### src/rtl/pio_host_if_pkg.sv
// Shared definitions for the PIO host action bus: action codes, register
// reset values, register field positions and the action-to-field decode.
package pio_defs;

  typedef enum logic [3:0] {
    ACT_NONE   = 4'd0,
    ACT_INSTR  = 4'd1,
    ACT_PEND   = 4'd2,
    ACT_PULL   = 4'd3,
    ACT_PUSH   = 4'd4,
    ACT_GRPS   = 4'd5,
    ACT_EN     = 4'd6,
    ACT_DIV    = 4'd7,
    ACT_SIDES  = 4'd8,
    ACT_IMM    = 4'd9,
    ACT_SHIFT  = 4'd10,
    ACT_ERRCLR = 4'd11
  } action_e;

  // Which per-machine register an action targets.
  typedef enum logic [2:0] {
    FLD_NONE  = 3'd0,
    FLD_EXEC  = 3'd1,
    FLD_DIV   = 3'd2,
    FLD_GRPS  = 3'd3,
    FLD_SIDES = 3'd4,
    FLD_SHIFT = 3'd5
  } field_e;

  localparam int          DIV_W           = 24;
  localparam logic [31:0] EXEC_RESET_DEF  = 32'h0001_F000;
  localparam logic [23:0] DIV_RESET_DEF   = 24'h00_0100;

  // exec_ctrl field positions
  localparam int WRAP_TOP_MSB    = 16;
  localparam int WRAP_TOP_LSB    = 12;
  localparam int WRAP_BOT_MSB    = 11;
  localparam int WRAP_BOT_LSB    = 7;
  localparam int SET_COUNT_MSB   = 28;
  localparam int SET_COUNT_LSB   = 26;

  // clk_div 16.8 fixed-point field positions
  localparam int DIV_INT_MSB     = 23;
  localparam int DIV_INT_LSB     = 8;
  localparam int DIV_FRAC_MSB    = 7;
  localparam int DIV_FRAC_LSB    = 0;

  // Map an action code onto the per-machine register it writes.
  function automatic field_e field_of(input logic [3:0] act);
    case (act)
      ACT_PEND:  return FLD_EXEC;
      ACT_DIV:   return FLD_DIV;
      ACT_GRPS:  return FLD_GRPS;
      ACT_SIDES: return FLD_SIDES;
      ACT_SHIFT: return FLD_SHIFT;
      default:   return FLD_NONE;
    endcase
  endfunction

endpackage

### src/rtl/pio_host_if_sm_regs.sv
// Configuration register slice for one state machine. A single write enable
// plus a field select picks which of the five registers takes din.
module pio_host_sm_regs
  import pio_defs::*;
#(
  parameter logic [31:0] EXEC_RESET = EXEC_RESET_DEF,
  parameter logic [23:0] DIV_RESET  = DIV_RESET_DEF
) (
  input  logic             clk,
  input  logic             reset,
  input  logic             we,
  input  field_e           fsel,
  input  logic [31:0]      din,
  output logic [31:0]      exec_ctrl,
  output logic [DIV_W-1:0] clk_div,
  output logic [31:0]      pin_grps,
  output logic [31:0]      sides,
  output logic [31:0]      shift_ctrl
);

  // Write the selected register; a divider of zero is stored untouched.
  always_ff @(posedge clk) begin
    if (reset) begin
      exec_ctrl  <= EXEC_RESET;
      clk_div    <= DIV_RESET;
      pin_grps   <= '0;
      sides      <= '0;
      shift_ctrl <= '0;
    end else if (we) begin
      case (fsel)
        FLD_EXEC:  exec_ctrl  <= din;
        FLD_DIV:   clk_div    <= din[DIV_W-1:0];
        FLD_GRPS:  pin_grps   <= din;
        FLD_SIDES: sides      <= din;
        FLD_SHIFT: shift_ctrl <= din;
        default:   ;
      endcase
    end
  end

endmodule

### src/rtl/pio_host_if.sv
// Responder for the PIO host action bus: decodes one action per clock into
// instruction writes, config register writes, enable/restart, immediate
// instructions and TX/RX FIFO handshakes.
module pio_host_if
  import pio_defs::*;
#(
  parameter int          NUM_SM     = 4,
  parameter int          IMEM_DEPTH = 32,
  parameter logic [23:0] DIV_RESET  = DIV_RESET_DEF,
  parameter logic [31:0] EXEC_RESET = EXEC_RESET_DEF
) (
  input  logic                          clk,
  input  logic                          reset,
  input  logic [3:0]                    action,
  input  logic [$clog2(IMEM_DEPTH)-1:0] index,
  input  logic [$clog2(NUM_SM)-1:0]     mindex,
  input  logic [31:0]                   din,
  output logic [31:0]                   dout,
  output logic                          imem_we,
  output logic [$clog2(IMEM_DEPTH)-1:0] imem_waddr,
  output logic [15:0]                   imem_wdata,
  output logic [NUM_SM*32-1:0]          exec_ctrl,
  output logic [NUM_SM*24-1:0]          clk_div,
  output logic [NUM_SM*32-1:0]          pin_grps,
  output logic [NUM_SM*32-1:0]          sides,
  output logic [NUM_SM*32-1:0]          shift_ctrl,
  output logic [NUM_SM-1:0]             en,
  output logic [NUM_SM-1:0]             restart,
  output logic [NUM_SM-1:0]             imm_valid,
  output logic [15:0]                   imm_instr,
  output logic [NUM_SM-1:0]             tx_push,
  output logic [31:0]                   tx_data,
  input  logic [NUM_SM-1:0]             tx_full,
  output logic [NUM_SM-1:0]             rx_pop,
  input  logic [NUM_SM*32-1:0]          rx_data,
  input  logic [NUM_SM-1:0]             rx_empty,
  output logic                          err_ovf,
  output logic                          err_unf
);

  localparam int MW = $clog2(NUM_SM);

  field_e fsel;
  assign fsel    = field_of(action);
  assign tx_data = din;

  // FIFO strobes are combinational so the FIFO acts within the same cycle.
  // NOTE: every combinational output gets a default first so no path leaves it
  // unassigned, which would otherwise infer a latch.
  always_comb begin
    tx_push = '0;
    rx_pop  = '0;
    if (!reset) begin
      if (action == ACT_PUSH && !tx_full[mindex])  tx_push[mindex] = 1'b1;
      if (action == ACT_PULL && !rx_empty[mindex]) rx_pop[mindex]  = 1'b1;
    end
  end

  // One-cycle instruction memory write following an INSTR action.
  // NOTE: sequential state uses non-blocking assignments so every flop samples
  // pre-edge values regardless of statement order.
  always_ff @(posedge clk) begin
    if (reset) begin
      imem_we    <= 1'b0;
      imem_waddr <= '0;
      imem_wdata <= '0;
    end else begin
      imem_we <= (action == ACT_INSTR);
      if (action == ACT_INSTR) begin
        imem_waddr <= index;
        imem_wdata <= din[15:0];
      end
    end
  end

  // Enable mask with a restart pulse for each machine going 0->1.
  always_ff @(posedge clk) begin
    if (reset) begin
      en      <= '0;
      restart <= '0;
    end else begin
      restart <= '0;
      if (action == ACT_EN) begin
        en      <= din[NUM_SM-1:0];
        restart <= din[NUM_SM-1:0] & ~en;
      end
    end
  end

  // Immediate instruction strobe; the instruction word holds afterwards.
  always_ff @(posedge clk) begin
    if (reset) begin
      imm_valid <= '0;
      imm_instr <= '0;
    end else begin
      imm_valid <= '0;
      if (action == ACT_IMM) begin
        imm_valid[mindex] <= 1'b1;
        imm_instr         <= din[15:0];
      end
    end
  end

  // RX capture and sticky overflow/underflow flags.
  always_ff @(posedge clk) begin
    if (reset) begin
      dout    <= '0;
      err_ovf <= 1'b0;
      err_unf <= 1'b0;
    end else begin
      case (action)
        ACT_PUSH: if (tx_full[mindex]) err_ovf <= 1'b1;
        ACT_PULL: begin
          if (rx_empty[mindex]) err_unf <= 1'b1;
          else                  dout    <= rx_data[mindex*32 +: 32];
        end
        ACT_ERRCLR: begin
          err_ovf <= 1'b0;
          err_unf <= 1'b0;
        end
        default: ;
      endcase
    end
  end

  for (genvar i = 0; i < NUM_SM; i++) begin : g_sm
    pio_host_sm_regs #(
      .EXEC_RESET (EXEC_RESET),
      .DIV_RESET  (DIV_RESET)
    ) u_regs (
      .clk        (clk),
      .reset      (reset),
      .we         ((fsel != FLD_NONE) && (mindex == MW'(i))),
      .fsel       (fsel),
      .din        (din),
      .exec_ctrl  (exec_ctrl[i*32 +: 32]),
      .clk_div    (clk_div[i*24 +: 24]),
      .pin_grps   (pin_grps[i*32 +: 32]),
      .sides      (sides[i*32 +: 32]),
      .shift_ctrl (shift_ctrl[i*32 +: 32])
    );
  end

endmodule
### config.mk
export PLATFORM = sky130hd
export DESIGN_NAME = pio_host_if
export DESIGN_NICKNAME = d
export VERILOG_FILES = /design/src/rtl/pio_host_if_pkg.sv /design/src/rtl/pio_host_if_sm_regs.sv /design/src/rtl/pio_host_if.sv
export SDC_FILE = /design/constraint.sdc
export NUM_CORES = 1
export LEC_CHECK = 0
export ABC_AREA = 1
export CORE_AREA = 2 2 358 360
export DETAILED_ROUTE_END_ITERATION = 12
export DIE_AREA = 0 0 360 362
export GPL_ROUTABILITY_DRIVEN = 0
export PLACE_DENSITY = 0.42
export SETUP_SLACK_MARGIN = 0.15
export SLEW_MARGIN = 20
export SYNTH_ARGS = -nofsm -noshare
export SYNTH_HDL_FRONTEND = slang
export SYNTH_SLANG_ARGS = --single-unit
export TNS_END_PERCENT = 100
### constraint.sdc
create_clock -name clk -period 1.6 [get_ports clk]
set_input_delay 0.32 -clock clk [delete_from_list [all_inputs] [get_ports clk]]
set_output_delay 0.32 -clock clk [all_outputs]
set_load 0.005 [all_outputs]
==> results_dict.tcl, run 1 <==
set metrics [dict create \
    outcome "finished, violations left" \
    violations "negative setup slack" \
    rsz0062_at_grt "true" \
    skew_ns 0.00189 \
    power.density_nw_per_um2 973 \
    vias 25478 \
    cts-root-buf "clkbuf_16" \
    cts_sinks 692 \
    grt_pass1_wl_mm 187 \
    synthCells 3144 \
    min_path_type "input port to register" \
    cts-htree-levels 3 \
    fmax_ghz 0.494 \
    grt_max_degree 116 \
    reg2reg_to "restart[1]$_SDFF_PP0_" \
    drt-pass1-iter-count 5 \
    synth_cell_types 23 \
    cts_tree "done" \
    finalMaxSlewViolations 0 \
    reg2reg_slack_ns 0.77 \
    layout_min_cycle_time_ns 2.02 \
    cp-start-kind "input port" \
    hold_depth 5 \
    min_to "dout[27]$_SDFFE_PP0P_" \
    peakVddDrop_uv 735 \
    hpwl_mm 97.2 \
    grt_use_total_pct 19.8 \
    power_mw 41.0 \
    worstPathRequired_ns 1.28 \
    row_count 131 \
    antenna_found_initial 8 \
    worst-path-max-fanout 4 \
    leakage_nw 17.8 \
    finalCritPeriodShare_pct 127 \
    crit_slowest_cell "nand4_1" \
    netlist_area_sq_um 24800 \
    reg2reg_depth 3 \
    dr.first_iter.drc_count 1967 \
    clk_latency_ns 0.65 \
    core_sq_um 127000 \
    cts.path.max_buffers 3 \
    antenna_left 0 \
    hold_viol_final 0 \
    io_buffers 912 \
    gr-total-overflow 0 \
    final-setup-viol-count 5 \
    fin_ws_ns -0.425 \
    final_util_pct 33.3 \
    endpoint_kind "primary output" \
    layout-drive-gt1-share_pct 45.6 \
    die_y_um 362 \
    yosysWarnings 0 \
    worst_slew_pin_slew_ns 0.618 \
    synth-seq-cells 692 \
    num-fill-cells 13382 \
    grt_pass1_vias 24129 \
    crit_type "input port to primary output" \
    wl_per_cell_um 23.0 \
    routed_wl_mm 135 \
    start_util_pct 19.6 \
    reg2reg_from "en[1]$_SDFFE_PP0N_" \
    areaGrowthSynthToFinish_pct 70.1 \
    synth_nets 3325 \
    cap_violations 0 \
    fp.dieW_um 360 \
    synth_seq_area_share_pct 55.9 \
    max_slew_margin_pct 58.8 \
    finalNetCount 4333 \
    placed_area_sq_um 37900 \
    hold_path.startpoint "reset" \
    ios 913 \
    cp_common_cell "nor2_4" \
    cts_buffers 85 \
    cp_cell_sequence "buf_8, nor2_4, inv_2, nor2_4, buf_6, nand4_1, buf_4, nor2_2, buf_2" \
    cp_slowest_stage_delay_ns 0.33 \
    critPathArrivalTime_ns 1.70 \
    route.detailed.drc 0 \
    syn_avg_cell_area_sq_um 7.88 \
    die-area_sq_um 130000 \
    finalInstanceArea_sq_um 42200 \
    routed_via_density 4.33 \
    path_clk_slew_ns 0.06 \
]
[repair_timing]
item	in CTS	in global routing
gates resized for setup	4131	97
hold buffers	1	0
endpoints found under the setup margin	1400	607
endpoints found under the hold margin	1	0
setup buffers	35	32
pin swaps	9	12
[cells in the mapped netlist, drive strengths merged]
cell	n	area (sq um)
o211ai	22	165
nand2	598	2250
buf	119	659
nand4	34	213
inv	86	323
clkbuf	201	757
nor2	364	1410
clkinv	6	22.5
o22ai	4	25.0
nand3	136	691
a21oi	618	3090
dfxtp	692	13900
nor3	4	20.0
o21ai	260	1300
[cell families (layout without fill, tap and decap cells)]
group | Yosys count | after routing | share of synthesized area, %
AND/OR/NAND/NOR | 1136 | 1136 | 18.5
AO/OA/AOI/OAI | 904 | 904 | 18.5
flip-flops | 692 | 692 | 55.9
buffers and inverters | 412 | 1482 | 7.11
other | 0 | 3 | 0
[worst max path at each step]
| stage | start | end | slack (ns) | depth (start not counted) |
|---|---|---|---|---|
| floorplan | mindex[0] | rx_pop[0] | 0.15 | 9 |
| finish | action[0] | tx_push[3] | -0.42 | 9 |
| detailed placement | action[2] | tx_push[1] | -1.54 | 10 |
| global route | action[3] | tx_push[3] | -0.46 | 9 |
| global placement | action[2] | tx_push[1] | -1.58 | 10 |
| CTS | action[2] | tx_push[3] | -0.40 | 10 |
[registers in the layout (all words and copies together) (netlist names)]
signal / count
g_sm.u_regs.exec_ctrl: 128
err_unf: 1
imem_we: 1
err_ovf: 1
en: 4
dout: 32
imem_waddr: 5
imm_instr: 16
g_sm.u_regs.clk_div: 96
imem_wdata: 16
g_sm.u_regs.pin_grps: 128
g_sm.u_regs.shift_ctrl: 128
restart: 4
g_sm.u_regs.sides: 128
imm_valid: 4
[worst max-delay path, delay by kind of cell]
kind / cells / cell delay [ns]
buffers and inverters: 5 / 0.70
and+or+nand+nor: 4 / 0.69
[stage by stage]
step	std cells	hold WS, ns	worst slack (ns)	setup TNS, ns
detailed placement	5659	0.446	-1.54	-493.01
floorplan	3144	0.442	0.149	0
global route	5877	0.0488	-0.455	-1.95
global placement	5659	0.439	-1.58	-500.50
CTS	5844	0.0127	-0.399	-2.08
finish	5879	0.0888	-0.425	-1.62
[report_power, final]
group,total [mW],internal (mW),leakage [nW],switching (mW)
clock network,19.9,11.8,1.42,8.11
logic,3.55,1.57,10.5,1.98
registers,17.6,17.5,5.91,0.143
total,41.0,30.8,17.8,10.2
[placed cells by master, fill, tap and decap left out, drive strengths merged, types with 6 or more instances in the layout]
cell type and count:
a21oi 618, buf 1036, clkbuf 124, clkdlybuf4s15 6, clkdlybuf4s50 161, clkinv 21, dfxtp 692, dlygate4sd2 32
inv 90, nand2 598, nand3 136, nand4 34, nor2 364, o211ai 22, o21ai 260
[cell type report]
| cell class | instances | area [sq um] | area share (%) |
|---|---|---|---|
| antenna | 3 | 7.51 | 0.0178 |
| clock buffer | 123 | 2510 | 5.96 |
| clock inverter | 26 | 377 | 0.893 |
| inverter | 92 | 357 | 0.846 |
| multi-input combinational | 2040 | 9320 | 22.1 |
| sequential | 692 | 14700 | 35.0 |
| tap | 1662 | 2080 | 4.93 |
| timing repair buffer | 1241 | 12800 | 30.3 |
[per-layer routing]
metal	part of all wire (%)	vias to the layer above	global-route usage (%)
met5	0.024	-	0
met4	2.4	6	5.08
met3	8.2	155	6.77
met2	46	846	32.0
met1	43	12133	25.0
li1	-	12338	-
Power figures use the tool's default switching activity.
==> inputs of run 2 (changes only) <==
--- a/config.mk
+++ b/config.mk
@@ -10,8 +10,10 @@
 export DETAILED_ROUTE_END_ITERATION = 12
 export DIE_AREA = 0 0 360 362
 export GPL_ROUTABILITY_DRIVEN = 0
+export HOLD_SLACK_MARGIN = 0.05
 export PLACE_DENSITY = 0.42
 export SETUP_SLACK_MARGIN = 0.15
+export SKIP_LAST_GASP = 1
 export SLEW_MARGIN = 20
 export SYNTH_ARGS = -nofsm -noshare
 export SYNTH_HDL_FRONTEND = slang
==> constraint.sdc (replaced) <==
create_clock -name clk -period 1.8 [get_ports clk]
set_input_delay 0.36 -clock clk [delete_from_list [all_inputs] [get_ports clk]]
set_output_delay 0.36 -clock clk [all_outputs]
set_load 0.005 [all_outputs]
==> results_dict.tcl, run 2 (synthesis results as in run 1) <==
set metrics [dict create \
    hpwl_mm 97.2 \
    core_sq_um 127000 \
    ios 913 \
    dr.first_iter.drc_count 1763 \
    hold_ws_ns 0.150 \
    row_count 131 \
    vias 25178 \
    placed_area_sq_um 37700 \
    die_y_um 362 \
    finalInstanceArea_sq_um 39000 \
    stdcell_count 5834 \
    tns_ns -0.585 \
    cap_violations 0 \
    leakage_nw 16.6 \
    grt_use_total_pct 19.9 \
    route.detailed.drc 0 \
    dp_cells 5651 \
    grt_pass1_wl_mm 188 \
    outcome "finished, violations left" \
    min_path_type "input port to register" \
    endpoint_kind "primary output" \
    max_slew_margin_pct 51.0 \
    cts.path.max_buffers 3 \
    cts-htree-levels 3 \
    areaGrowthSynthToFinish_pct 57.5 \
    layout_commonest_cell "a21oi_1" \
    cts_buffers 83 \
    wl_per_cell_um 23.4 \
    cp_common_cell "buf_6" \
    worstPathRequired_ns 1.44 \
    io_buffers 912 \
    clk_latency_ns 0.68 \
    layout_min_cycle_time_ns 2.00 \
    drt-pass1-iter-count 5 \
    fmax_ghz 0.499 \
    fin_ws_ns -0.203 \
    power.density_nw_per_um2 909 \
    final_util_pct 30.8 \
    dp_slack_ns -1.26 \
    finalNetCount 4294 \
    routed_wl_mm 136 \
    gr-total-overflow 0 \
    cp-start-kind "input port" \
    skew_ns 0.0113 \
    rsz0062_at_grt "true" \
    finalCritPeriodShare_pct 111 \
    path_clk_slew_ns 0.06 \
    worst_slew_pin_slew_ns 0.735 \
    antenna_left 0 \
    worst-path-max-fanout 4 \
    cts_sinks 692 \
    cp_slowest_stage_delay_ns 0.23 \
    violations "negative setup slack" \
    grt_pass1_vias 23920 \
    layout-drive-gt1-share_pct 31.1 \
    crit_type "input port to primary output" \
    cp_cell_sequence "buf_6, nor2_4, inv_2, nor2_4, buf_6, nand4_1, buf_6, buf_6, nor2_4, buf_6" \
    finalMaxSlewViolations 0 \
    fp.dieW_um 360 \
    die-area_sq_um 130000 \
    hold_viol_final 0 \
    critPathArrivalTime_ns 1.64 \
    crit_slowest_cell "buf_6" \
    layout_common_cells "a21oi_1 (618), nand2_1 (581), buf_2 (445)" \
    final-setup-viol-count 7 \
    cts_tree "done" \
    power_mw 35.5 \
    cts-root-buf "clkbuf_16" \
    start_util_pct 19.6 \
    antenna_found_initial 8 \
    grt_max_degree 162 \
    routed_via_density 4.32 \
    peakVddDrop_uv 637 \
]
[run 2: cell types whose count changed in the layout (fill, tap and decap cells not counted), moves of 98 or more]
cell	delta
dfxtp_2	-428
clkdlybuf4s15_2	+98
buf_2	+279
dfxtp_1	+438
buf_6	-526
clkdlybuf4s15_1	+125
[run 2: layer usage]
| layer | up-vias | GRT usage [%] | routed length, um |
|---|---|---|---|
| li1 | 12252 | - | - |
| met1 | 11992 | 25.5 | 59700 |
| met2 | 812 | 33.0 | 64500 |
| met3 | 118 | 5.69 | 9810 |
| met4 | 4 | 4.62 | 2410 |
| met5 | - | 0 | 17 |
[run 2: report_power, final]
| part | internal, mW | leakage [nW] | switching [mW] |
|---|---|---|---|
| combinational | 1.22 | 9.54 | 1.76 |
| clock | 9.65 | 1.31 | 7.23 |
| sequential | 15.5 | 5.71 | 0.0928 |
| total | 26.4 | 16.6 | 9.08 |
[run 2: worst paths after layout]
kind	startpoint	endpoint	slack, ns	cells past startpoint
hold / removal	reset	imm_valid[0]$_SDFF_PP0_	0.15	5
setup reg to reg	dout[3]$_SDFFE_PP0P_	dout[3]$_SDFFE_PP0P_	0.65	5
setup / recovery	action[0]	tx_push[0]	-0.20	10
hold reg to reg	en[3]$_SDFFE_PP0N_	restart[3]$_SDFF_PP0_	0.45	1
[run 2: critical path: cells and delay by family]
kind | cells | cell delay [ns]
buffers and inverters | 6 | 0.72
AND/OR/NAND/NOR | 4 | 0.56
[run 2: area by class of cell]
type / count / area, sq um
Antenna cell: 1 / 2.50
Multi-Input combinational cell: 2040 / 9360
Sequential cell: 692 / 14200
Inverter: 92 / 368
Fill cell: 13668 / 87700
Clock inverter: 23 / 299
Timing Repair Buffer: 1204 / 10300
Tap cell: 1662 / 2080
Clock buffer: 120 / 2410
[run 2: repair_timing]
action / in CTS / in global routing
hold endpoints to repair: 11 / 0
setup endpoints to repair: 820 / 97
hold buffers: 6 / 0
pin swaps: 20 / 12
gates resized for setup: 2772 / 56
setup buffers: 27 / 4
cloned: 0 / 2
==> inputs of run 3 (changes only) <==
--- a/config.mk
+++ b/config.mk
@@ -14,7 +14,6 @@
 export PLACE_DENSITY = 0.42
 export SETUP_SLACK_MARGIN = 0.15
 export SKIP_LAST_GASP = 1
-export SLEW_MARGIN = 20
 export SYNTH_ARGS = -nofsm -noshare
 export SYNTH_HDL_FRONTEND = slang
 export SYNTH_SLANG_ARGS = --single-unit
==> results of run 3 <==
The final DEF is identical to that of run 2; final timing and power are the same.
